$ cat src/rtl/sram_rd_pkg.sv
// Shared widths, FSM state type and wait-counter width for the SRAM read slave
// and the debug master that drives it.
package sram_rd_pkg;
   localparam int unsigned ADDR_W = 18;
   localparam int unsigned DATA_W = 16;
   localparam int unsigned CNT_W  = 4;

   typedef enum logic [1:0] {
      IDLE,
      ACCESS,
      RESP
   } state_t;
endpackage

$ cat src/rtl/sram_axi_read_slave.sv
// AXI-style read-only slave serving AR/R from an asynchronous 16-bit SRAM.
// Optional last-address hit register enabled by defining SRAM_LAST_HIT_EN.
module sram_axi_read_slave #(
   parameter int unsigned WAIT_CYCLES = 2,
   parameter int unsigned ADDR_W      = sram_rd_pkg::ADDR_W,
   parameter int unsigned DATA_W      = sram_rd_pkg::DATA_W
) (
   input  logic              clk,
   input  logic              rst_n,
   input  logic [ADDR_W-1:0] axi_ar_addr,
   input  logic              axi_ar_valid,
   output logic              axi_ar_ready,
   output logic [DATA_W-1:0] axi_r_data,
   output logic              axi_r_valid,
   input  logic              axi_r_ready,
   output logic [ADDR_W-1:0] sram_addr,
   input  logic [DATA_W-1:0] sram_dq_in,
   output logic              sram_ce_n,
   output logic              sram_oe_n,
   output logic              sram_we_n,
   output logic              sram_lb_n,
   output logic              sram_ub_n,
   input  logic              cache_inval
);
   import sram_rd_pkg::*;

   state_t            r_state, w_state_nx;
   logic [CNT_W-1:0]  r_cnt, w_cnt_nx;
   logic              r_ar_ready, w_ar_ready_nx;
   logic              r_r_valid, w_r_valid_nx;
   logic [DATA_W-1:0] r_r_data, w_r_data_nx;
   logic [ADDR_W-1:0] r_sram_addr, w_sram_addr_nx;
   logic              r_en_n, w_en_n_nx;
   logic              w_ar_hs;
   logic              w_sample;
   logic              w_hit;
   logic [DATA_W-1:0] w_last_data;

   assign w_ar_hs = r_ar_ready && axi_ar_valid;

`ifdef SRAM_LAST_HIT_EN
   logic [ADDR_W-1:0] r_last_addr;
   logic [DATA_W-1:0] r_last_data;
   logic              r_last_valid;

   // An invalidate arriving with the handshake forces a real SRAM access.
   assign w_hit       = r_last_valid && !cache_inval && (axi_ar_addr == r_last_addr);
   assign w_last_data = r_last_data;

   always_ff @(posedge clk) begin
      if (!rst_n) begin
         r_last_valid <= 1'b0;
         r_last_addr  <= '0;
         r_last_data  <= '0;
      end else begin
         if (w_sample) begin
            r_last_addr <= r_sram_addr;
            r_last_data <= sram_dq_in;
         end
         if (cache_inval)
            r_last_valid <= 1'b0;
         else if (w_sample)
            r_last_valid <= 1'b1;
      end
   end
`else
   logic w_unused_inval;
   assign w_unused_inval = cache_inval;
   assign w_hit          = 1'b0;
   assign w_last_data    = '0;
`endif

   always_comb begin
      w_state_nx     = r_state;
      w_cnt_nx       = r_cnt;
      w_ar_ready_nx  = r_ar_ready;
      w_r_valid_nx   = r_r_valid;
      w_r_data_nx    = r_r_data;
      w_sram_addr_nx = r_sram_addr;
      w_en_n_nx      = r_en_n;
      w_sample       = 1'b0;
      case (r_state)
         IDLE: begin
            if (w_ar_hs) begin
               w_ar_ready_nx = 1'b0;
               if (w_hit) begin
                  w_r_data_nx  = w_last_data;
                  w_r_valid_nx = 1'b1;
                  w_state_nx   = RESP;
               end else begin
                  w_sram_addr_nx = axi_ar_addr;
                  w_en_n_nx      = 1'b0;
                  w_cnt_nx       = CNT_W'(WAIT_CYCLES - 1);
                  w_state_nx     = ACCESS;
               end
            end
         end
         ACCESS: begin
            if (r_cnt != '0) begin
               w_cnt_nx = r_cnt - CNT_W'(1);
            end else begin
               w_sample     = 1'b1;
               w_r_data_nx  = sram_dq_in;
               w_r_valid_nx = 1'b1;
               w_en_n_nx    = 1'b1;
               w_state_nx   = RESP;
            end
         end
         RESP: begin
            if (axi_r_ready) begin
               w_r_valid_nx  = 1'b0;
               w_ar_ready_nx = 1'b1;
               w_state_nx    = IDLE;
            end
         end
         default: begin
            w_state_nx    = IDLE;
            w_ar_ready_nx = 1'b1;
            w_r_valid_nx  = 1'b0;
            w_en_n_nx     = 1'b1;
         end
      endcase
   end

   always_ff @(posedge clk) begin
      if (!rst_n) begin
         r_state     <= IDLE;
         r_cnt       <= '0;
         r_ar_ready  <= 1'b1;
         r_r_valid   <= 1'b0;
         r_r_data    <= '0;
         r_sram_addr <= '0;
         r_en_n      <= 1'b1;
      end else begin
         r_state     <= w_state_nx;
         r_cnt       <= w_cnt_nx;
         r_ar_ready  <= w_ar_ready_nx;
         r_r_valid   <= w_r_valid_nx;
         r_r_data    <= w_r_data_nx;
         r_sram_addr <= w_sram_addr_nx;
         r_en_n      <= w_en_n_nx;
      end
   end

   assign axi_ar_ready = r_ar_ready;
   assign axi_r_valid  = r_r_valid;
   assign axi_r_data   = r_r_data;
   assign sram_addr    = r_sram_addr;
   assign sram_ce_n    = r_en_n;
   assign sram_oe_n    = r_en_n;
   assign sram_lb_n    = r_en_n;
   assign sram_ub_n    = r_en_n;
   assign sram_we_n    = 1'b1;

endmodule

$ cat config.mk
export PLATFORM = sky130hd
export DESIGN_NAME = sram_axi_read_slave
export DESIGN_NICKNAME = d
export VERILOG_FILES = /design/src/rtl/sram_rd_pkg.sv /design/src/rtl/sram_axi_read_slave.sv
export SDC_FILE = /design/constraint.sdc
export NUM_CORES = 1
export LEC_CHECK = 0
export CAP_MARGIN = 10
export CORE_ASPECT_RATIO = 1.2
export CORE_MARGIN = 3
export CORE_UTILIZATION = 41
export CTS_CLUSTER_DIAMETER = 100
export DETAILED_ROUTE_END_ITERATION = 10
export GPL_ROUTABILITY_DRIVEN = 0
export PLACE_DENSITY_LB_ADDON = 0.08
export SYNTH_ARGS = -nofsm -noshare
export SYNTH_HDL_FRONTEND = slang
export SYNTH_SLANG_ARGS = --single-unit
export TNS_END_PERCENT = 50
$ cat constraint.sdc
create_clock -name clk -period 2.4 [get_ports clk]
set_clock_uncertainty 0.2 [all_clocks]
set_input_delay 0.48 -clock clk [delete_from_list [all_inputs] [get_ports clk]]
set_output_delay 0.48 -clock clk [all_outputs]
set_load 0.01 [all_outputs]
After elaboration in Yosys (flattened, before gate mapping)
Cells that the tools add are included. Widths: inputs -> output; s select.

Latch bits: 0. Memories kept: 0. Flip-flop bits (word level): 43. ROM bits: 0. Input bits: 39. Word-level logic and storage cells: 43. Bits in writable memories: 0. Output and inout bits: 41.

Multiplexer cells: 14. Multiply operators: 0. Bitwise gates (word level): 4. Eq/ne operators: 6. Order comparisons: 0. Reductions and logical operators: 11. $add $sub $neg: 1. Div/mod/pow operators: 0. Shifts and indexed selects: 0.

Operators with widths (count): $reduce_and 3->1 (5); $pmux 1 s3 (3); $mux 4 (2); $ne 2x2->1 const B (4); $pmux 4 s2 (1); $mux 2 (3); $pmux 2 s3 (1); $mux 1 (4); $not 1->1 (4); $reduce_and 2->1 (2); $reduce_bool 4->1 (1); $sub 4x1->4 const B (1); $eq 2x1->1 const B (1); $eq 2x2->1 const B (1); $logic_not 2->1 (1); $reduce_bool 2->1 (1); $logic_and 1x1->1 (1).

Depth between registers and ports, before layout
Depth after elaboration: 3. Gate-level depth with buffers: 8. Depth with buffers taken out: 6.

Worst setup path before layout
No wires, ideal clock.

Path type: register -> register. From: register r_cnt[0]. To: register r_cnt[1]. Period minus slack after synthesis: 1.736 ns. Stages on the path, launching flop included: 7. Data required time: 2.085 ns. Path slack: 0.664 ns. Library setup time: 0.115 ns. Arrival time: 1.421 ns. Cell sequence: dfxtp_1 inv_1 ha_1 nor3b_4 a211oi_1 o32ai_1 and2_1.

Longest elaborated chain between the ends: 3. Elaborated cells on any way between the ends: 6.

Ends and longest elaborated chain: from (decl) (line sram_axi_read_slave.sv:28) `logic [CNT_W-1:0] r_cnt, w_cnt_nx;`; from (signal assigned) (line sram_axi_read_slave.sv:136) `r_cnt <= w_cnt_nx;`; $sub 4x1->4 / $reduce_bool 4->1 (equally long branches) (line sram_axi_read_slave.sv:100, sram_axi_read_slave.sv:99); $mux 4 / $ne 2x2->1 (equally long branches); $pmux 4 s2 / $reduce_and 3->1 (equally long branches).

Parallel ways exist; a longest one is shown, timed or not. The select of a mux whose other input is x is not followed. A chain may end at the register's enable or synchronous reset.

Worst setup path after layout
From: register r_ar_ready (netlist: axi_ar_ready). To: output axi_ar_ready.

RTL lines: from (decl) (line sram_axi_read_slave.sv:29) `logic r_ar_ready, w_ar_ready_nx;`; from (signal assigned) (line sram_axi_read_slave.sv:137) `r_ar_ready <= w_ar_ready_nx;`; to (decl) (line sram_axi_read_slave.sv:12) `output logic axi_ar_ready,`.

No word-level cell between the ends.

==> run_results.csv <==
group,metric,value,unit
placed_design,io_buffers,77,
critical_path,cp_top_family,"buffers and inverters",
power_and_ir_drop,vdd_drop_max,0.000530,V
critical_path,cp_slowest_cell,"clkdlybuf4s50_1",
global_routing,antenna_found_initial,0,
power_and_ir_drop,swShare,26.3,%
sta,max_freq,0.506,GHz
power_and_ir_drop,p_clk_share,32.3,%
die,rows,25,
final_layout,syn_to_final_growth,50.9,%
sta,finalCritPeriodShare,82.3,%
critical_path,crit_buf_inv,1,
global_routing,grt_pass1_vias,1563,
clock_network,cts.reportedPaths.clkPinSlew,0.08,ns
synthesis,synth_area_leaders,"dfxtp_1 49%, nand2_1 15%, a21boi_1 8.0%",
power_and_ir_drop,powerDensity,759,nW/µm²
placed_design,dp_hpwl,2.73,mm
sta,setup_viol,0,
sta,hold_viol,0,
min_path,holdPathEnd,"sram_addr[0]$_SDFFE_PN0P_",
die,fp.coreArea,4070,µm²
die,io_pins,80,
power_and_ir_drop,p_int,0.00150,W
critical_path,worstSetupStartpointType,"flip-flop",
sta,rsz0062_at_grt,"no",
routing,drc,0,
critical_path,end_kind,"output pin",
sta,period_minus_slack,1.97,ns
power_and_ir_drop,seqPwrFrac,42.0,%
power_and_ir_drop,leakagePower,0.985,nW
global_routing,met3_usage,6.01,%
synthesis,yosysSeqAreaShare,48.5,%
routing,drtIter0Drc,82,
routing,wl_per_cell,12.0,µm
final_layout,final_core_util,65.8,%
critical_path,critPathMaxStageDelay,0.58,ns
global_routing,gr-total-overflow,0,
clock_network,h-tree-depth,2,
power_and_ir_drop,switching_power,0.000534,W
clock_network,cts_setup_buffers,0,
critical_path,r2r-start,"r_cnt[0]$_SDFFE_PN0P_",
critical_path,rrSetupSlack,0.61,ns
synthesis,synth.distinct_cells,34,
critical_path,r2r-end,"axi_r_data[4]$_SDFFE_PN0P_",
die,initial_utilization,43.6,%
synthesis,yosys.area.top_type,"dfxtp_1",
routing,ant_nets,0,
final_layout,antenna_cells,0,
die,die_area,5160,µm²
global_routing,grt_max_degree,44,
clock_network,clk_latency,0.29,ns
final_layout,final_cell_mix,"77 x clkdlybuf4s50_1, 73 x nand2_1, 43 x dfxtp_1",
sta,fin_ws,0.426,ns
clock_network,cts-hold-fix-buffers,0,
synthesis,synth_warnings,0,
placed_design,pre_cts_slack,0.352,ns
synthesis,synth_top_area_share,48.5,%
die,die_h,78.1,µm
global_routing,busiest_layer,"met2",
global_routing,gr-usage-met1,20.4,%
final_layout,layout.cells.most_common,"clkdlybuf4s50_1",
clock_network,root_buffer,"clkbuf_8",
min_path,whs_path_depth,2,
clock_network,cts_resized,0,
die,die_width,66.1,µm
clock_network,clock_path_buffers,2,
final_layout,finish.net_count,318,
critical_path,required,1.72,ns
critical_path,cp.arrival,1.29,ns
critical_path,path_cells,"clkdlybuf4s50_1",
sta,fin_tns_setup,0,ns
final_layout,fin_area,2680,µm²
sta,drv_slew,0,
synthesis,synthCells,203,
global_routing,grt_util_met2,28.8,%
placed_design,placed_area,2540,µm²
power_and_ir_drop,combPwrFrac,25.7,%
final_layout,drive_gt1_share,6.47,%
flow_run,cap_violations,0,
global_routing,grt_pass1_wl,6.97,mm
routing,drt-total-wl,4.00,mm
synthesis,synthesis.nets,244,
critical_path,criticalPathCategory,"flip-flop to output pin",
critical_path,worstPathMaxFanout,4,
min_path,min-delay-start,"sram_addr[0]$_SDFFE_PN0P_",
routing,vias,1547,
critical_path,rr_worst_depth,7,
status,status,"completed",
clock_network,cts_tree,"built",
routing,first_pass_iters,4,
synthesis,ys_ff_latch,43,
routing,via_per_inst,4.66,
clock_network,cts_buffers,5,
min_path,worstHoldPathType,"flip-flop to flip-flop",
clock_network,clock_sinks,43,
critical_path,setup.worst_path.start,"axi_ar_ready$_SDFFE_PN1P_",
global_routing,grtUsageTotal,17.2,%
synthesis,postSynthAreaPerCell,8.74,µm²
synthesis,netlist_area,1770,µm²
## how the worst max path moves through the flow
| stage | endpoint | slack [ns] | depth (start not counted) |
|---|---|---|---|
| 2_1_floorplan | r_cnt[1]$_SDFFE_PN0P_ | 0.66 | 6 |
| 3_3_place_gp | r_cnt[1]$_SDFFE_PN0P_ | 0.35 | 6 |
| 3_5_place_dp | r_cnt[1]$_SDFFE_PN0P_ | 0.35 | 6 |
| 4_1_cts | axi_ar_ready | 0.41 | 1 |
| 5_1_grt | axi_ar_ready | 0.36 | 1 |
| 6_report | axi_ar_ready | 0.43 | 1 |
## per-layer routing
layer	wire length [µm]	vias up
met4	46	0
li1	-	802
met3	282	5
met5	0	-
met2	1900	45
met1	1770	695
## registers in the layout, summed over array words and instances, names as in the netlist
register and flops:
r_cnt 4, axi_r_data 16, axi_ar_ready 1, r_state 2, axi_r_valid 1, sram_ce_n 1
sram_addr 18
## cell type report
class	count	area [µm²]
multi-input combinational	143	801
inverter	2	7.51
clock buffer	6	72.6
fill	355	1390
timing repair buffer	82	808
sequential	43	861
tap	54	67.6
clock inverter	2	60.1
## cells by family (layout without fill, tap and decap cells)
group / Yosys count / in the layout / share of synthesized area, %
adder cells (fa/ha/maj): 2 / 2 / 1.41
other: 1 / 1 / 0.211
buffers and inverters: 17 / 92 / 6.35
flip-flops: 43 / 43 / 48.5
AO/OA/AOI/OAI: 47 / 47 / 19.2
AND/OR/NAND/NOR: 93 / 93 / 24.3
## stage by stage
stage	total power, W	hold slack, ns	std cells
after floorplan	0.00116	0.279	203
after global placement	0.00139	0.240	324
after detailed placement	0.00140	0.244	324
after CTS	0.00207	0.255	332
after global routing	0.00216	0.274	332
final	0.00203	0.253	332
## power groups by stage
stage | registers [W] | clock network [W] | logic [W]
2_1_floorplan | 0.000888 | 0 | 0.000271
3_3_place_gp | 0.000867 | 0 | 0.000523
3_5_place_dp | 0.000869 | 0 | 0.000527
4_1_cts | 0.000854 | 0.000681 | 0.000531
5_1_grt | 0.000866 | 0.000705 | 0.000584
6_report | 0.000854 | 0.000656 | 0.000522
## synth_stat cells
| library cell | instances |
|---|---|
| nand2_2 | 1 |
| nor3b_1 | 1 |
| o32ai_1 | 1 |
| nand3b_4 | 1 |
| nor2b_1 | 1 |
| and2b_1 | 1 |
| ha_1 | 2 |
| nor2_2 | 1 |
| inv_1 | 2 |
| nor2_4 | 1 |
| nor3b_2 | 1 |
| or2_1 | 1 |
| and2_1 | 3 |
| a21boi_0 | 17 |
| clkbuf_1 | 4 |
| a21oi_1 | 2 |
| nor3b_4 | 1 |
| nand3_1 | 1 |
| dfxtp_1 | 43 |
| nand2_1 | 73 |
| a21boi_1 | 19 |
| buf_4 | 5 |
| buf_2 | 3 |
| buf_8 | 1 |
| nor2_1 | 3 |
| nor4_1 | 1 |
| buf_6 | 2 |
| a211oi_1 | 1 |
| o31a_1 | 1 |
| o21ai_0 | 5 |
| conb_1 | 1 |
| nand3b_1 | 1 |
| o211a_1 | 1 |
| nand2b_1 | 1 |
No activity file was read; power rests on OpenSTA's default activity.
